**config.mk**
```make
export PLATFORM = sky130hd
export DESIGN_NAME = fpu_add_subt_seq
export DESIGN_NICKNAME = d
export VERILOG_FILES = /design/src/rtl/fpu_add_subt_seq.sv
export SDC_FILE = /design/constraint.sdc
export NUM_CORES = 1
export LEC_CHECK = 0
export BUFFER_PORTS_ARGS = -buffer_cell sky130_fd_sc_hd__buf_2
export CELL_PAD_IN_SITES_DETAIL_PLACEMENT = 1
export CELL_PAD_IN_SITES_GLOBAL_PLACEMENT = 1
export CORE_MARGIN = 2
export CORE_UTILIZATION = 42
export DETAILED_ROUTE_END_ITERATION = 8
export MAX_ROUTING_LAYER = met4
export PLACE_DENSITY = 0.77
export SLEW_MARGIN = 20
export SYNTH_ARGS = -nofsm -noshare
export SYNTH_HDL_FRONTEND = slang
export SYNTH_SLANG_ARGS = --single-unit
```
**constraint.sdc**
```tcl
create_clock -name clk -period 15.4 [get_ports clk]
set_clock_uncertainty 0.05 [all_clocks]
set_input_delay 3.85 -clock clk [delete_from_list [all_inputs] [get_ports clk]]
set_output_delay 3.85 -clock clk [all_outputs]
set_load 0.05 [all_outputs]
```
**src/rtl/fpu_add_subt_seq.sv**
```systemverilog
// Sequential IEEE-754 adder/subtractor.
// One operation at a time: IDLE latches operands on beg_FSM, then the
// datapath steps UNPACK -> ALIGN -> ADD -> NORM -> ROUND -> DONE, one state
// per clock. ready rises on the clock after DONE is entered (6 clocks after
// the edge that samples beg_FSM) and holds until rst_FSM releases the result.
// Handshake: beg_FSM is honoured only in IDLE; ready=1 means the result and
// flags are valid and stable; rst_FSM is honoured only in DONE and returns to
// IDLE (beg_FSM in that same cycle is ignored).
// Optional feature: define FPU_ADD_SUBT_RNE_EN for round-to-nearest-even;
// otherwise the guard/round/sticky bits are truncated.
module fpu_add_subt_seq #(
  parameter int W     = 32,
  parameter int W_Exp = 8,
  parameter int W_Sgf = 23
) (
  input  logic         clk,
  input  logic         rst,
  input  logic         beg_FSM,
  input  logic         rst_FSM,
  input  logic [W-1:0] Data_X,
  input  logic [W-1:0] Data_Y,
  input  logic         add_subt,
  output logic         ready,
  output logic [W-1:0] final_result_ieee,
  output logic         overflow_flag,
  output logic         underflow_flag
);

  localparam int BIAS = 2**(W_Exp-1) - 1;
  localparam int M    = W_Sgf + 1;          // significand with hidden bit
  localparam int EXT  = M + 3;              // significand plus guard/round/sticky
  localparam int SUM  = EXT + 1;            // one carry bit on top
  localparam int EW   = W_Exp + 2;          // exponent with sign and headroom
  localparam int LZW  = $clog2(EXT + 1);

  localparam logic [EW-1:0]    EXP_MAX   = EW'(2 * BIAS + 1);
  localparam logic [W_Exp-1:0] MAX_SHIFT = W_Exp'(EXT - 2);

  typedef enum logic [2:0] {IDLE, UNPACK, ALIGN, ADD, NORM, ROUND, DONE} state_t;

  state_t state;

  // latched request
  logic [W-1:0] x_q, y_q;
  logic         op_q;

  // unpacked, ordered operands (A has the larger magnitude)
  logic [W_Exp-1:0] a_exp_q, b_exp_q;
  logic [M-1:0]     a_man_q, b_man_q;
  logic             res_sign_q, eff_sub_q, inf_q, inf_sign_q;

  // aligned operands, raw sum, normalized result
  logic [EXT-1:0]   a_ext_q, b_ext_q;
  logic [SUM-1:0]   sum_q;
  logic [EXT-1:0]   norm_q;
  logic [EW-1:0]    norm_exp_q;
  logic             zero_q;

  // ---------------- UNPACK combinational view ----------------
  logic             x_sign, y_sign_eff;
  logic [W_Exp-1:0] x_exp, y_exp;
  logic [W-2:0]     x_mag, y_mag;
  logic [M-1:0]     x_man, y_man;
  logic             x_inf, y_inf, swap;

  // Decode both operands, flushing denormals to zero, and pick the larger.
  always_comb begin
    x_sign     = x_q[W-1];
    y_sign_eff = y_q[W-1] ^ op_q;
    x_exp      = x_q[W-2:W_Sgf];
    y_exp      = y_q[W-2:W_Sgf];
    x_mag      = (x_exp == '0) ? '0 : x_q[W-2:0];
    y_mag      = (y_exp == '0) ? '0 : y_q[W-2:0];
    x_man      = (x_exp == '0) ? '0 : {1'b1, x_q[W_Sgf-1:0]};
    y_man      = (y_exp == '0) ? '0 : {1'b1, y_q[W_Sgf-1:0]};
    x_inf      = &x_exp;
    y_inf      = &y_exp;
    swap       = (y_mag > x_mag);
  end

  // ---------------- ALIGN combinational view ----------------
  logic [W_Exp-1:0] exp_diff;
  logic [EXT-1:0]   b_full, b_shifted, b_aligned;
  logic             b_lost;

  // Right-shift B by the exponent difference, folding lost bits into sticky.
  always_comb begin
    exp_diff  = a_exp_q - b_exp_q;
    b_full    = {b_man_q, 3'b000};
    b_shifted = b_full >> exp_diff;
    b_lost    = |(b_full & ~({EXT{1'b1}} << exp_diff));
    if (exp_diff > MAX_SHIFT) begin
      b_aligned = {{(EXT-1){1'b0}}, |b_man_q};
    end else begin
      b_aligned = b_shifted | {{(EXT-1){1'b0}}, b_lost};
    end
  end

  // ---------------- NORM combinational view ----------------
  logic [LZW-1:0] lz_cnt;
  logic           lz_hit;
  logic [EXT-1:0] norm_val;
  logic [EW-1:0]  norm_exp;

  // Leading-zero count and single-cycle normalization of the raw sum.
  always_comb begin
    lz_cnt = '0;
    lz_hit = 1'b0;
    for (int i = EXT - 1; i >= 0; i--) begin
      if (!lz_hit) begin
        if (sum_q[i]) lz_hit = 1'b1;
        else          lz_cnt = lz_cnt + 1'b1;
      end
    end
    if (sum_q[SUM-1]) begin
      norm_val = sum_q[SUM-1:1] | {{(EXT-1){1'b0}}, sum_q[0]};
      norm_exp = {2'b00, a_exp_q} + EW'(1);
    end else begin
      norm_val = sum_q[EXT-1:0] << lz_cnt;
      norm_exp = {2'b00, a_exp_q} - {{(EW-LZW){1'b0}}, lz_cnt};
    end
  end

  // ---------------- ROUND combinational view ----------------
  logic           round_up;
  logic [M:0]     man_r;
  logic [W_Sgf-1:0] frac_r;
  logic [EW-1:0]  exp_r;
  logic [W-1:0]   res_val;
  logic           ov_val, uf_val;

`ifdef FPU_ADD_SUBT_RNE_EN
  // Round to nearest, ties to even, from guard/round/sticky.
  always_comb begin
    round_up = norm_q[2] & (norm_q[1] | norm_q[0] | norm_q[3]);
  end
`else
  logic unused_grs;
  assign unused_grs = ^norm_q[2:0];
  // Truncation: guard/round/sticky are dropped.
  always_comb begin
    round_up = 1'b0;
  end
`endif

  // Apply rounding, renormalize on carry-out, then resolve special cases.
  always_comb begin
    man_r  = {1'b0, norm_q[EXT-1:3]} + {{M{1'b0}}, round_up};
    frac_r = man_r[M] ? man_r[M-1:1] : man_r[M-2:0];
    exp_r  = man_r[M] ? norm_exp_q + EW'(1) : norm_exp_q;
    ov_val  = 1'b0;
    uf_val  = 1'b0;
    res_val = {res_sign_q, exp_r[W_Exp-1:0], frac_r};
    if (inf_q) begin
      res_val = {inf_sign_q, {W_Exp{1'b1}}, {W_Sgf{1'b0}}};
      ov_val  = 1'b1;
    end else if (zero_q) begin
      res_val = '0;
    end else if (exp_r[EW-1] || (exp_r == '0)) begin
      res_val = {res_sign_q, {(W-1){1'b0}}};
      uf_val  = 1'b1;
    end else if (exp_r >= EXP_MAX) begin
      res_val = {res_sign_q, {W_Exp{1'b1}}, {W_Sgf{1'b0}}};
      ov_val  = 1'b1;
    end
  end

  // Control FSM plus per-stage datapath registers and registered outputs.
  always_ff @(posedge clk) begin
    if (rst) begin
      state             <= IDLE;
      ready             <= 1'b0;
      final_result_ieee <= '0;
      overflow_flag     <= 1'b0;
      underflow_flag    <= 1'b0;
      x_q               <= '0;
      y_q               <= '0;
      op_q              <= 1'b0;
      a_exp_q           <= '0;
      b_exp_q           <= '0;
      a_man_q           <= '0;
      b_man_q           <= '0;
      res_sign_q        <= 1'b0;
      eff_sub_q         <= 1'b0;
      inf_q             <= 1'b0;
      inf_sign_q        <= 1'b0;
      a_ext_q           <= '0;
      b_ext_q           <= '0;
      sum_q             <= '0;
      norm_q            <= '0;
      norm_exp_q        <= '0;
      zero_q            <= 1'b0;
    end else begin
      case (state)
        IDLE: begin
          ready <= 1'b0;
          if (beg_FSM) begin
            x_q   <= Data_X;
            y_q   <= Data_Y;
            op_q  <= add_subt;
            state <= UNPACK;
          end
        end
        UNPACK: begin
          a_exp_q    <= swap ? y_exp : x_exp;
          b_exp_q    <= swap ? x_exp : y_exp;
          a_man_q    <= swap ? y_man : x_man;
          b_man_q    <= swap ? x_man : y_man;
          res_sign_q <= swap ? y_sign_eff : x_sign;
          eff_sub_q  <= x_sign ^ y_sign_eff;
          inf_q      <= x_inf | y_inf;
          inf_sign_q <= x_inf ? x_sign : y_sign_eff;
          state      <= ALIGN;
        end
        ALIGN: begin
          a_ext_q <= {a_man_q, 3'b000};
          b_ext_q <= b_aligned;
          state   <= ADD;
        end
        ADD: begin
          sum_q <= eff_sub_q ? ({1'b0, a_ext_q} - {1'b0, b_ext_q})
                             : ({1'b0, a_ext_q} + {1'b0, b_ext_q});
          state <= NORM;
        end
        NORM: begin
          norm_q     <= norm_val;
          norm_exp_q <= norm_exp;
          zero_q     <= (sum_q == '0);
          state      <= ROUND;
        end
        ROUND: begin
          final_result_ieee <= res_val;
          overflow_flag     <= ov_val;
          underflow_flag    <= uf_val;
          state             <= DONE;
        end
        DONE: begin
          if (rst_FSM) begin
            ready <= 1'b0;
            state <= IDLE;
          end else begin
            ready <= 1'b1;
          end
        end
        default: begin
          ready <= 1'b0;
          state <= IDLE;
        end
      endcase
    end
  end

endmodule

```
==> summary.txt, run 1 <==
Clocking
  – Worst-Skew Late Latency: 550 ps
  – Clock Tree Buf Depth: 3
  – Clock Sinks: 284
  – CTS buffer count: 34
  – H-tree depth: 2
  – CTS tree: done
  – CTS clk-pin slew, worst paths: 60 ps
  – Clock root buffer: clkbuf_16

Run
  – Max Cap Violations: 0

Synthesis
  – Register bit total from synthesis: 284
  – Largest cells by area after synthesis: dfxtp_1 28%, nand2_1 8.3%, ha_1 7.3%
  – Syn_area_per_cell: 7.32 sq um
  – Post-synth top area share: 27.9%
  – Synth warnings: 0
  – Yosys cell types: 95
  – Post-Syn Instances: 2,783
  – Area leader, netlist: dfxtp_1
  – Asr flop ratio synth: 0%
  – Number of synthesized flops with an enable pin: 0
  – Syn_nets: 2,974
  – Sequential area share after synthesis: 27.9%
  – Mapped cell area: 20,400 sq um
  – Top FF cell, synth: dfxtp_1

Timing
  – Worst relative slew slack: 31.8%
  – Crit path time final: 16,300 ps
  – Fin. max-slew vios: 0
  – Count of final setup violators: 31
  – RSZ-0062 raised after global routing: true
  – Post-route setup slack: -903 ps
  – Hold Slack: 399 ps
  – Final hold viol count: 0
  – Crit share post-route: 106%
  – Max Freq: 0.0613 GHz
  – Slew @ Worst Pin: 1020 ps

Routing
  – First-pass DRT Iterations: 5
  – Vias: 20,700
  – DR DRC count: 0
  – Vias per inst: 5.89
  – Initial DRC count: 1,043
  – WL per Instance: 20.0 um
  – Antenna Nets Post-Route: 0
  – Final wirelength: 70,000 um

Setup path
  – Crit path buffers/inverters: 7
  – Worst R2R Path Depth: 92
  – CP max stage delay: 380 ps
  – CP arrival: 16,720 ps
  – CP delay by family, top: adder cells
  – Crit. path cell count: 92
  – Setup slack, reg-to-reg: -900 ps
  – Crit end category: flip-flop
  – CP startpoint kind: flip-flop
  – Worst path slowest cell: dfxtp_4
  – Crit Path Class: reg -> reg
  – Crit-path max FO: 3
  – Crit path required time: 15,810 ps

Floorplanning
  – I/O Pins: 104
  – Initial Util: 42.6%
  – Row count: 80
  – Core footprint: 47,800 sq um
  – Die Ht: 224 um
  – Die area: 50,300 sq um
  – Die width: 224 um

Global route
  – GRT Total Usage: 28.2%
  – Total congestion overflow: 0
  – First-pass GRT wire length: 113,000 um
  – Pin count of the biggest net entering global routing: 107
  – Initial antenna violation count: 0
  – Vias in the first global route: 21,400

Worst hold path
  – Worst Hold Class: reg -> reg
  – Worst hold path depth: 2

Placed design
  – I/O Buffers: 103
  – Routability cong.: 0.913
  – HPWL after DPL: 50,800 um

Status
  – Status: complete, but fails checks
  – Failing checks: negative setup slack

Cells and area
  – Area growth syn-to-layout: 17.6%
  – Final nets: 3,064
  – Antenna cells: 0
  – Layout cells sized above 1: 16.1%
-- timing repair --
item,in CTS,in global routing
hold buffers,0,0
gates resized for setup,131,32
pin swaps,70,38
cloned,2,0
endpoints found under the setup margin,32,32
buffers inserted,33,12
-- kinds of logic after synthesis --
logic type / synth area share, %
AOI/OAI and AO/OA: 23.5
xor gates and xnor gates: 4.64
adders and majority gates: 7.75
buffers and inverters: 5.67
DFF: 27.9
muxes: 5.75
and+or+nand+nor: 24.8
-- through the flow --
| stage | setup TNS (ps) | worst slack [ps] | utilization, % | instance area [sq um] | instances |
|---|---|---|---|---|---|
| after floorplan | 0 | 46.9 | - | 20500 | 2783 |
| after global placement | -1290 | -376 | 45.6 | 21800 | 3408 |
| after detailed placement | -21480 | -1310 | 45.6 | 21800 | 3408 |
| after CTS | -6130 | -591 | 49.5 | 23700 | 3496 |
| after global routing | -39800 | -1620 | 50.1 | 24000 | 3509 |
| final | -18040 | -903 | 50.1 | 24000 | 3509 |
-- worst min-delay path: stages, from the launching register on --
cell	delay [ps]
dfxtp_1	300
nand2_1	50
a21oi_1	50
-- state kept, by name (all words and copies together) (netlist names), 3 cells and up --
name	flops
final_result_ieee	32
b_exp_q	8
a_exp_q	8
state	3
y_q	32
a_ext_q	24
b_man_q	24
norm_exp_q	10
a_man_q	24
x_q	32
sum_q	28
b_ext_q	27
norm_q	23
-- area by class of cell --
| type | count | area (sq um) |
|---|---|---|
| clock buffers | 47 | 950 |
| clock inverters | 10 | 96.3 |
| fillers | 5994 | 23900 |
| inverters | 98 | 373 |
| multi-input cells | 2200 | 14300 |
| flip-flops and latches | 284 | 5690 |
| well taps | 615 | 769 |
| repair buffers | 255 | 1800 |
-- cell usage after synthesis (5+ instances only) --
master      n
nand2_1   450
a31oi_1    15
nor3b_1     6
o41ai_1     5
xor2_1     22
xnor2_1    54
o21a_1     17
xnor3_1     5
buf_1      15
clkbuf_1  179
a221oi_1   10
o31ai_1     9
and3_1     38
mux2_2     20
nand3_1    42
or4_1       5
a21oi_1   295
nor4_1     21
a21o_1     28
o31a_1      7
mux2i_1    90
nand3b_1    7
a311oi_1   36
and4_1      7
o22ai_1     7
nor2b_1    27
nor2_1    325
a211oi_1   75
o21ai_0   103
dfxtp_1   284
nor3_1     89
and2_1     31
o211ai_1   30
a22oi_1    47
ha_1      119
nand2b_1   17
nand4_1    22
or3_1      17
inv_1      93
o21bai_1   15
-- layer usage --
metal  vias up  wire length, um  track usage (%)
met2       396            35400             50.4
li1      10000                -                -
met3       149             2130             3.20
met5         -                0                -
met1     10100            29800             32.4
met4         0             2650             10.9
-- placed cells by master (no fill, tap or decap), types with 11 or more instances in the layout --
cell / synthesis / final
a311oi_1: 36 / 34
mux2_2: 20 / 11
buf_2: 2 / 102
buf_4: 2 / 135
o21ai_1: 3 / 18
xor2_1: 22 / 20
o21ai_0: 103 / 82
o21bai_1: 15 / 15
ha_1: 119 / 107
nor4_1: 21 / 20
inv_1: 93 / 87
nand2_1: 450 / 439
and3_1: 38 / 38
o211ai_1: 30 / 30
nand4_1: 22 / 22
nor2_1: 325 / 318
a21o_1: 28 / 28
nor2b_1: 27 / 26
and2_1: 31 / 30
clkbuf_16: 0 / 34
nand2b_1: 17 / 16
mux2i_1: 90 / 78
a31oi_1: 15 / 15
xnor2_1: 54 / 49
a21oi_1: 295 / 288
ha_4: 0 / 12
dfxtp_1: 284 / 282
o21a_1: 17 / 16
or3_1: 17 / 17
a211oi_1: 75 / 71
nand3_1: 42 / 38
nor3_1: 89 / 83
a22oi_1: 47 / 47
-- path summary, 6_finish.rpt --
check | start | end
worst min register to register | y_q[9] | y_q[9]
worst max-delay path | sum_q[25] | norm_exp_q[7]
worst max register to register | sum_q[25] | norm_exp_q[7]
worst min-delay path | y_q[9] | y_q[9]
Power of run 1 is not shown: default switching activity piles up to over one toggle a cycle in this logic, so the estimate is an artifact.
==> run 2: changes to the inputs <==
Settings changed: CORE_UTILIZATION 42 to 46, GPL_ROUTABILITY_DRIVEN from default to 0, PLACE_DENSITY 0.77 to 0.8.
Clock period 15.4 ns to 18.7 ns, I/O delays scaled along.
==> summary.txt, run 2 (synthesized netlist as in run 1, its figures left out) <==
Cells and area
  – Layout cells sized above 1: 9.65% (-6.5 points)
  – Antenna cells: 0 (unchanged)
  – Filler cells: 5,596 (-6.6%)
  – Final nets: 2,946 (-3.9%)
  – Commonest non-fill, non-tap cell in the layout: nand2_1
  – Commonest non-fill, non-tap cells in the layout: 449 x nand2_1, 323 x nor2_1, 295 x a21oi_1
  – Multi-input gate area: 13,700 sq um (-4.1%)
  – Final Util: 50.9% (+0.79 points)
  – Register area: 5690 sq um (about the same)
  – Largest registers: final_result_ieee: 32 flops, x_q: 32 flops, y_q: 32 flops
  – Area growth syn-to-layout: 9.71%

Setup path
  – Crit end category: flip-flop
  – CP startpoint kind: flip-flop
  – CP delay by family, top: adder cells
  – Worst path slowest cell: dfxtp_2
  – Crit Path Class: reg -> reg
  – Most frequent CP cell: ha_1
  – CP max stage delay: 410 ps (+30 ps)
  – Crit path required time: 19,090 ps (+3280 ps)
  – Crit path buffers/inverters: 6 (-1)
  – CP arrival: 18,000 ps (+1280 ps)
  – Crit-path max FO: 8 (+5)

Floorplanning
  – I/O Pins: 104 (unchanged)
  – Die width: 214 um (-4.4%)
  – Initial Util: 46.4% (+3.8 points)
  – Row count: 77 (-3.8%)
  – Die area: 46,000 sq um (-8.5%)
  – Die Ht: 214 um (-4.4%)
  – Core footprint: 43,900 sq um (-8.2%)

Timing
  – Slew @ Worst Pin: 1130 ps (+104 ps)
  – Crit share post-route: 94.2% (-12 points)
  – Fin. max-slew vios: 0 (unchanged)
  – Final hold viol count: 0 (unchanged)
  – Count of final setup violators: 0 (-100%)
  – Worst relative slew slack: 25.0% (-6.8 points)
  – Crit path time final: 17,610 ps (+1310 ps)
  – Max Freq: 0.0568 GHz (-7.4%)

Run
  – Max Cap Violations: 0 (unchanged)

Routing
  – Vias per inst: 6.00 (+1.9%)
  – Initial DRC count: 974 (-6.6%)
  – Antenna Nets Post-Route: 0 (unchanged)
  – Vias: 20,200 (-2.2%)
  – DR DRC count: 0 (unchanged)
  – WL per Instance: 19.6 um (-1.6%)
  – Final wirelength: 66,200 um (-5.5%)
  – First-pass DRT Iterations: 5 (unchanged)

Placed design
  – I/O Buffers: 103 (unchanged)
  – HPWL after DPL: 49,000 um (-3.5%)

Global route
  – Vias in the first global route: 20,800 (-2.8%)
  – Initial antenna violation count: 0 (unchanged)
  – Pin count of the biggest net entering global routing: 173 (+62%)
  – GRT Total Usage: 28.8% (+0.60 points)
  – First-pass GRT wire length: 108,000 um (-5.0%)
  – Total congestion overflow: 0 (unchanged)

Clocking
  – H-tree depth: 2 (unchanged)
  – CTS tree: done
  – Clock Sinks: 284 (unchanged)
  – CTS clk-pin slew, worst paths: 60 ps (about the same)
  – Clock root buffer: clkbuf_16
  – CTS buffer count: 35 (+2.9%)
  – Clock Tree Buf Depth: 3 (unchanged)
  – Worst-Skew Late Latency: 550 ps (about the same)

Worst hold path
  – Worst Hold Class: reg -> reg

Status
  – Status: finished, final reports clean
run 2: final timing paths:
path	depth (start not counted)	endpoint	from	slack (ps)
setup / recovery	91	norm_exp_q[7]	sum_q[25]	1090
setup reg to reg	91	norm_exp_q[7]	sum_q[25]	1090
hold reg to reg	2	y_q[20]	y_q[20]	400
hold / removal	2	y_q[20]	y_q[20]	400
run 2: through the flow:
step           setup TNS (ps)  hold slack, ps  instances  worst slack, ps  cell area, sq um
6_report                    0             402       3370             1090             22400
5_1_grt                  -125             426       3370             -116             22400
4_1_cts                     0             405       3367              254             22200
3_5_place_dp                0             397       3307              336             21100
3_3_place_gp                0             388       3307             1570             21100
2_1_floorplan               0             382       2783             2340             20400
run 2: tightest hold or removal path: cells and delay by family (launching register included):
kind / cells / cell delay, ps
flip-flops: 1 / 300
AND/OR/NAND/NOR: 1 / 50
AO/OA/AOI/OAI: 1 / 50
run 2: area by class of cell:
cell class	instances	area share (%)
Clock inverter	10	0.392
Timing Repair Buffer	136	3.48
Tap cell	592	3.31
Sequential cell	284	25.5
Inverter	98	1.65
Clock buffer	50	4.39
Multi-Input combinational cell	2200	61.3
run 2: timing repair:
action / 4_1_cts / 5_1_grt
buffers inserted: 0 / 3
gates resized for setup: 0 / 25
setup endpoints to repair: 0 / 32
endpoints found under the hold margin: 0 / 0
hold buffers: 0 / 0
run 2: layer usage:
layer	up-vias	global-route usage [%]	share of wire [%]
li1	9769	-	-
met1	9830	32.6	42
met2	446	51.7	51
met3	186	3.26	3.8
met4	0	11.6	4.0
met5	-	-	0
Power of run 2 is left out for the same reason.
==> run 3: changes to the inputs <==
Settings changed: CAP_MARGIN from default to 40, CTS_BUF_LIST from default to sky130_fd_sc_hd__clkbuf_4 sky130_fd_sc_hd__clkbuf_8 sky130_fd_sc_hd__clkbuf_16, SLEW_MARGIN 20 to default.
==> summary.txt, run 3 (synthesized netlist as in run 1, its figures left out) <==
Cells and area
  – Commonest non-fill, non-tap cells in the layout: 448 x nand2_1, 324 x nor2_1, 294 x a21oi_1
  – Filler cells: 5,587 (-0.16%)
  – Largest registers: final_result_ieee: 32 flops, x_q: 32 flops, y_q: 32 flops
  – Commonest non-fill, non-tap cell in the layout: nand2_1
  – Final nets: 2,955 (+0.31%)
  – Layout cells sized above 1: 10.2% (+0.54 points)
  – Antenna cells: 0 (unchanged)
  – Fin cells: 3,379 (+0.27%)
  – Finished Cell Area: 22,600 sq um (+1.1%)
  – Area growth syn-to-layout: 10.9%

Floorplanning
  – I/O Pins: 104 (unchanged)
  – Initial Util: 46.4% (unchanged)
  – Die width: 214 um (unchanged)
  – Die Ht: 214 um (unchanged)
  – Row count: 77 (unchanged)
  – Die area: 46,000 sq um (unchanged)
  – Core footprint: 43,900 sq um (unchanged)

Clocking
  – Hold_buf cts: 0 (unchanged)
  – Clock Sinks: 284 (unchanged)
  – Clock root buffer: clkbuf_16
  – CTS buffer count: 35 (unchanged)
  – CTS tree: done
  – CTS clk-pin slew, worst paths: 50 ps (about the same)
  – H-tree depth: 2 (unchanged)
  – Clock Tree Buf Depth: 3 (unchanged)
  – Worst-Skew Late Latency: 550 ps (about the same)

Worst hold path
  – Hold wc startpoint: y_q[5]
  – Worst Hold Class: reg -> reg

Placed design
  – I/O Buffers: 103 (unchanged)
  – HPWL after DPL: 49,400 um (+0.85%)
  – Placed instance area: 21,300 sq um (+0.58%)
  – Pre-CTS setup slack: 435 ps (+98.7 ps)
  – Cell count after placement: 3,315 (+0.24%)

Global route
  – Total congestion overflow: 0 (unchanged)
  – Pin count of the biggest net entering global routing: 119 (-31%)
  – Vias in the first global route: 21,000 (+1.2%)
  – Initial antenna violation count: 0 (unchanged)
  – GRT Total Usage: 28.9% (+0.080 points)
  – First-pass GRT wire length: 108,000 um (+0.15%)

Setup path
  – Crit end category: flip-flop
  – Worst setup path startpoint: sum_q[26]
  – Worst path slowest cell: a211oi_1
  – CP max stage delay: 440 ps (+30 ps)
  – Crit-path max FO: 9 (+1)
  – RR Startpoint: sum_q[26]
  – Crit Path Class: reg -> reg
  – Most frequent CP cell: ha_1
  – CP startpoint kind: flip-flop
  – Crit path required time: 19,120 ps (+30 ps)
  – CP arrival: 18,130 ps (+130 ps)

Routing
  – DR DRC count: 0 (unchanged)
  – Antenna Nets Post-Route: 0 (unchanged)
  – First-pass DRT Iterations: 7 (+2)
  – Final wirelength: 66,300 um (+0.27%)
  – Vias: 20,300 (+0.56%)
  – WL per Instance: 19.6 um (about the same)
  – Vias per inst: 6.02 (+0.29%)
  – Initial DRC count: 1,035 (+6.3%)

Timing
  – Max Freq: 0.0564 GHz (-0.60%)
  – Post-route setup slack: 983 ps (-106 ps)
  – Crit share post-route: 94.7% (+0.56 points)
  – Worst relative slew slack: 45.7% (+21 points)
  – Hold Slack: 401 ps (-0.525 ps)
  – Count of final setup violators: 0 (unchanged)
  – Fin. max-slew vios: 0 (unchanged)
  – Final hold viol count: 0 (unchanged)
  – Slew @ Worst Pin: 808 ps (-317 ps)
  – Crit path time final: 17,720 ps (+106 ps)

Status
  – Status: finished, final reports clean

Run
  – Max Cap Violations: 0 (unchanged)
-- run 3: layer usage --
metal / GRT usage [%] / part of all wire (%) / vias to the layer above
li1: - / - / 9799
met3: 3.01 / 3.5 / 191
met2: 51.7 / 51 / 466
met5: - / 0 / -
met4: 12.6 / 4.0 / 0
met1: 32.6 / 42 / 9888
-- run 3: cell type report --
cell class | instances | area [sq um] | area share (%)
Timing Repair Buffer | 145 | 906 | 4.01
Inverter | 98 | 368 | 1.63
Sequential cell | 284 | 5690 | 25.2
Tap cell | 592 | 741 | 3.28
Clock buffer | 50 | 1040 | 4.60
Clock inverter | 10 | 164 | 0.725
Multi-Input combinational cell | 2200 | 13700 | 60.6
-- run 3: path summary, 6_finish.rpt --
path,slack (ps),endpoint,depth (start not counted)
hold reg to reg,400,y_q[5],2
hold / removal,400,y_q[5],2
setup reg to reg,980,norm_exp_q[7],89
setup / recovery,980,norm_exp_q[7],89
-- run 3: metrics by stage --
step	utilization, %	setup TNS [ps]
2_1_floorplan	-	0
4_1_cts	51.1	0
5_1_grt	51.4	-189
3_5_place_dp	48.4	0
3_3_place_gp	48.1	0
6_report	51.4	0
-- run 3: worst max-delay path: cells and delay by family, from the launching register on --
family	cells	cell delay (ps)
xor gates and xnor gates	1	140
DFF	1	380
buffers and inverters	4	380
and+or+nand+nor	18	1730
AOI/OAI and AO/OA	28	5040
muxes	15	2850
adders and majority gates	23	7070
-- run 3: repair_timing --
item,CTS,global route
gates resized for setup,0,26
endpoints found under the setup margin,0,32
setup buffers,0,4
Power of run 3 is left out for the same reason.
